## src/rtl/hw_stack.sv

```systemverilog
// LIFO stack with zero-latency top-of-stack read and sticky overflow/underflow flags.
// Define HW_STACK_OVERWRITE_EN to let a push into a full stack overwrite the oldest entry.
module hw_stack #(
    parameter int DATA_W = 16,
    parameter int DEPTH  = 8,
    localparam int PTR_W = $clog2(DEPTH)
) (
    input  logic              clk,
    input  logic              reset_n,
    input  logic              push_en,
    input  logic              pop_en,
    input  logic [DATA_W-1:0] push_data,
    input  logic              err_clr,
    output logic [DATA_W-1:0] top_data,
    output logic              stack_full,
    output logic              stack_empty,
    output logic [PTR_W:0]    count,
    output logic              overflow,
    output logic              underflow
);

    localparam logic [PTR_W-1:0] PTR_ONE  = PTR_W'(1);
    localparam logic [PTR_W:0]   CNT_ONE  = (PTR_W+1)'(1);
    localparam logic [PTR_W:0]   CNT_FULL = (PTR_W+1)'(DEPTH);

    logic [DATA_W-1:0] mem_q [DEPTH];
    logic [PTR_W-1:0]  wp_q, wp_d;
    logic [PTR_W:0]    count_q, count_d;
    logic              ovf_q, ovf_d;
    logic              udf_q, udf_d;
    logic              we_s;
    logic [PTR_W-1:0]  waddr_s;
    logic              full_s, empty_s;

    assign full_s  = (count_q == CNT_FULL);
    assign empty_s = (count_q == {(PTR_W+1){1'b0}});

    // Next-state decode for pointer, count, sticky flags and the storage write port.
    always_comb begin
        wp_d    = wp_q;
        count_d = count_q;
        ovf_d   = ovf_q;
        udf_d   = udf_q;
        we_s    = 1'b0;
        waddr_s = wp_q;
        if (err_clr) begin
            ovf_d = 1'b0;
            udf_d = 1'b0;
        end else begin
            ovf_d = ovf_q;
            udf_d = udf_q;
        end
        case ({push_en, pop_en})
            2'b10: begin
                if (!full_s) begin
                    we_s    = 1'b1;
                    wp_d    = wp_q + PTR_ONE;
                    count_d = count_q + CNT_ONE;
                end else begin
                    ovf_d = 1'b1;
`ifdef HW_STACK_OVERWRITE_EN
                    // Circular overwrite: the oldest slot is exactly the one at wp.
                    we_s = 1'b1;
                    wp_d = wp_q + PTR_ONE;
`endif
                end
            end
            2'b01: begin
                if (!empty_s) begin
                    wp_d    = wp_q - PTR_ONE;
                    count_d = count_q - CNT_ONE;
                end else begin
                    udf_d = 1'b1;
                end
            end
            2'b11: begin
                if (!empty_s) begin
                    we_s    = 1'b1;
                    waddr_s = wp_q - PTR_ONE;
                end else begin
                    we_s    = 1'b1;
                    wp_d    = wp_q + PTR_ONE;
                    count_d = count_q + CNT_ONE;
                end
            end
            default: begin
                we_s = 1'b0;
            end
        endcase
    end

    // Control state registers.
    always_ff @(posedge clk or negedge reset_n) begin
        if (!reset_n) begin
            wp_q    <= {PTR_W{1'b0}};
            count_q <= {(PTR_W+1){1'b0}};
            ovf_q   <= 1'b0;
            udf_q   <= 1'b0;
        end else begin
            wp_q    <= wp_d;
            count_q <= count_d;
            ovf_q   <= ovf_d;
            udf_q   <= udf_d;
        end
    end

    // Storage array; intentionally not reset.
    always_ff @(posedge clk) begin
        if (we_s) begin
            mem_q[waddr_s] <= push_data;
        end
    end

    assign top_data    = empty_s ? {DATA_W{1'b0}} : mem_q[wp_q - PTR_ONE];
    assign stack_full  = full_s;
    assign stack_empty = empty_s;
    assign count       = count_q;
    assign overflow    = ovf_q;
    assign underflow   = udf_q;

endmodule

```

## config.mk

```make
export PLATFORM = sky130hd
export DESIGN_NAME = hw_stack
export DESIGN_NICKNAME = d
export VERILOG_FILES = /design/src/rtl/hw_stack.sv
export SDC_FILE = /design/constraint.sdc
export NUM_CORES = 1
export LEC_CHECK = 0
export ABC_CLOCK_PERIOD_IN_PS = 3200
export CAP_MARGIN = 30
export CORE_ASPECT_RATIO = 0.6
export CORE_MARGIN = 2
export CORE_UTILIZATION = 52
export DETAILED_ROUTE_END_ITERATION = 12
export PLACE_DENSITY_LB_ADDON = 0.08
export SETUP_SLACK_MARGIN = 0.2
export SYNTH_ARGS = -nofsm -noshare
export SYNTH_HDL_FRONTEND = slang
export SYNTH_SLANG_ARGS = --single-unit
```

## constraint.sdc

```tcl
create_clock -name clk -period 3.2 [get_ports clk]
set_input_delay 0.96 -clock clk [delete_from_list [all_inputs] [get_ports clk]]
set_output_delay 0.96 -clock clk [all_outputs]
set_load 0.02 [all_outputs]
```

==> results.py <==
metrics = {
    "detailed_routing": {
        "wl_um": 13100,
        "drtIter0Drc": 312,
        "drc": 0,
        "drtPass1Iterations": 5,
        "wl_per_cell_um": 23.1,
        "num_vias": 3352,
        "antenna_left": 0,
        "viasPerCell": 5.93,
    },
    "clock_network": {
        "path_clk_slew_ns": 0.05,
        "clockBufferDepth": 2,
        "clk_latency_ns": 0.41,
        "holdBufCountCts": 0,
        "numCtsBuffers": 17,
        "cts_max_level": 4,
        "cts_root_buf": "clkbuf_16",
        "cts.sinks": 137,
        "cts_tree": "done",
    },
    "worst_setup_path": {
        "r2r_cells": 10,
        "critPathArrivalTime_ns": 2.12,
        "r2r_setup_slack_ns": 0.55,
        "critPathLaunchType": "register",
        "path_class": "register to output port",
        "worstSetupEndpointType": "output port",
        "crit_start": "wp_q[0]$_DFFE_PN0P_",
        "worstPathMaxFanout": 6,
        "rr_startpoint": "wp_q[0]$_DFFE_PN0P_",
        "worst_ep_required_time_ns": 2.24,
        "reg2reg_to": "mem_q[4][14]$_DFFE_PP_",
    },
    "final_layout": {
        "multiInputGateArea_um2": 1800,
        "final_nets": 437,
        "final.fill_count": 655,
        "num_antenna_cells": 0,
        "finalNonFillerCells": 565,
        "fin_area_um2": 7740,
        "synthToLayoutAreaGrowth_pct": 34.3,
        "seq_area_um2": 4070,
        "drive_above_1_share_pct": 46.2,
        "finish.utilization_pct": 72.5,
    },
    "synthesis": {
        "synth_flop_cell": "edfxtp_1",
        "syn-num-nets": 347,
        "synth.yosys.seq_area_share_pct": 70.6,
        "synth-seq-cells": 137,
        "yosysTopAreaCellShare_pct": 66.7,
        "synth_top_area_cell": "edfxtp_1",
        "yosysWarningCount": 0,
        "synthesis.area_um2": 5760,
        "synth-edff-count": 128,
        "syn_inst": 323,
        "syn_avg_cell_area_um2": 17.8,
        "synth_cell_types": 45,
        "synthArstFlopShare_pct": 6.57,
        "synth_area_leaders": "edfxtp_1, mux4_2, dfrtp_1",
    },
    "min_path": {
        "min_path_cells": 1,
        "holdCritPathClass": "register to register",
        "hold_start": "underflow$_DFF_PN0_",
        "hold_end": "underflow$_DFF_PN0_",
    },
    "pwr": {
        "total_power_mw": 8.98,
        "p_leak_nw": 2.65,
        "peakVddDrop_uv": 801,
        "pwr_density_cell_nw_per_um2": 1160,
    },
    "sta": {
        "tns_ns": 0,
        "finalSetupViolCount": 0,
        "tightest_slew_ns": 0.461,
        "worst_slack_ns": 0.121,
        "fin_skew_ns": 0.00671,
        "period_needed_ns": 3.08,
        "min_period_over_period_pct": 96.2,
        "slew_headroom_pct": 68.5,
        "slew_viol_final": 0,
        "rsz0062_at_grt": "yes",
        "max_freq_mhz": 325,
        "holdWs_ns": 0.503,
        "final_hold_viol_count": 0,
    },
    "placement": {
        "place.gp.congestion": 0.786,
        "dpl.hpwl_um": 7290,
        "dp_worst_setup_slack_ns": -0.0354,
        "post-place-cells": 523,
        "port_buffers": 44,
        "place_area_um2": 6790,
    },
    "grt": {
        "gr-usage-met3_pct": 5.58,
        "antenna_found_initial": 0,
        "grt_pass1_vias": 3407,
        "overflow": 0,
        "grt_pass1_wl_um": 19700,
        "use_met1_pct": 33.5,
        "use_met2_pct": 34.3,
        "grt_max_degree": 29,
        "track_usage_pct": 22.7,
        "gr-max-usage-layer": "met2",
    },
    "floorplanning": {
        "ios": 45,
        "rows": 29,
        "core_area_um2": 10700,
        "die_x_um": 140,
        "initial_core_util_pct": 54.0,
        "die_area_um2": 12000,
        "dieHeight_um": 85.5,
    },
    "flow_run": {
        "max_cap_violations": 0,
    },
    "status": {
        "status": "finished clean",
    },
}
==> where the power goes <==
part	internal (mW)	switching, mW
clock network	1.31	0.743
logic	2.23	2.30
registers	2.28	0.112
total	5.82	3.16
==> critical path: stages (launching register included) <==
cell and delay (ns):
dfrtp_2 0.41, inv_2 0.07, ha_4 0.34, buf_12 0.13
clkbuf_16 0.15, mux4_2 0.31, nand2_2 0.11, a21oi_4 0.06
buf_6 0.13
==> cells in the mapped netlist, types with 2 or more instances <==
master     instances
a2111oi_0          2
a211oi_1           3
a21oi_1           18
a31oi_1            6
and2_1             2
and3_2             2
buf_2              5
buf_6              3
clkbuf_1           5
clkbuf_8           5
dfrtp_1            9
edfxtp_1         128
ha_1               3
inv_1              6
mux4_2            32
nand2_1           40
nand2b_1           3
nand3_1            5
nor2_1            14
nor3_1             2
o21ai_0            3
xnor2_1            4
==> registers in the layout, indices dropped and copies added, names as in the netlist <==
name and flops:
mem_q 128, wp_q 3, overflow 1, underflow 1, count 4
==> routing by layer <==
| layer | vias up | wire (um) |
|---|---|---|
| li1 | 1472 | - |
| met1 | 1750 | 5990 |
| met2 | 117 | 6260 |
| met3 | 13 | 705 |
| met4 | 0 | 129 |
| met5 | - | 0 |
==> how the worst max path moves through the flow <==
stage	slack, ns	cells after the start	to
floorplan	0.12	9	mem_q[2][0]$_DFFE_PP_
global placement	0.03	5	mem_q[0][6]$_DFFE_PP_
detailed placement	-0.04	5	mem_q[0][6]$_DFFE_PP_
CTS	0.12	7	top_data[14]
global route	0.06	8	top_data[14]
finish	0.12	8	top_data[14]
==> timing repair <==
| action | CTS | global route |
|---|---|---|
| resized for setup | 89 | 45 |
| endpoints found under the hold margin | 0 | 0 |
| cloned | 1 | 3 |
| endpoints found under the setup margin | 17 | 17 |
| buffers inserted | 1 | 4 |
| pin swaps | 1 | 30 |
==> kinds of logic after synthesis <==
family / synth area share [%]
muxes: 12.9
adders and majority gates: 0.651
AOI/OAI and AO/OA: 5.49
buffers and inverters: 3.30
DFF: 70.6
xor gates and xnor gates: 0.760
and+or+nand+nor: 6.30
==> layout make-up <==
class / count / area share [%]
clock inverter: 14 / 2.49
clock buffer: 18 / 5.55
sequential: 137 / 52.6
multi-input combinational: 160 / 23.2
tap: 139 / 2.25
inverter: 7 / 0.679
timing repair buffer: 90 / 13.2
==> cells in the final DEF, fill, tap and decap left out, drive strengths merged, types with 2 or more instances in the layout <==
cell type	instances
and3	2
mux4	32
o21ai	3
inv	9
nand3	5
nand2b	3
clkdlybuf4s50	27
a21oi	19
dfrtp	9
clkbuf	21
nor2	15
nor3	2
a2111oi	3
clkinvlp	2
xnor2	4
bufinv	4
clkinv	6
and2	2
a211oi	3
a31oi	7
buf	59
ha	3
nand2	40
edfxtp	128
(Power assumes the default switching activity.)
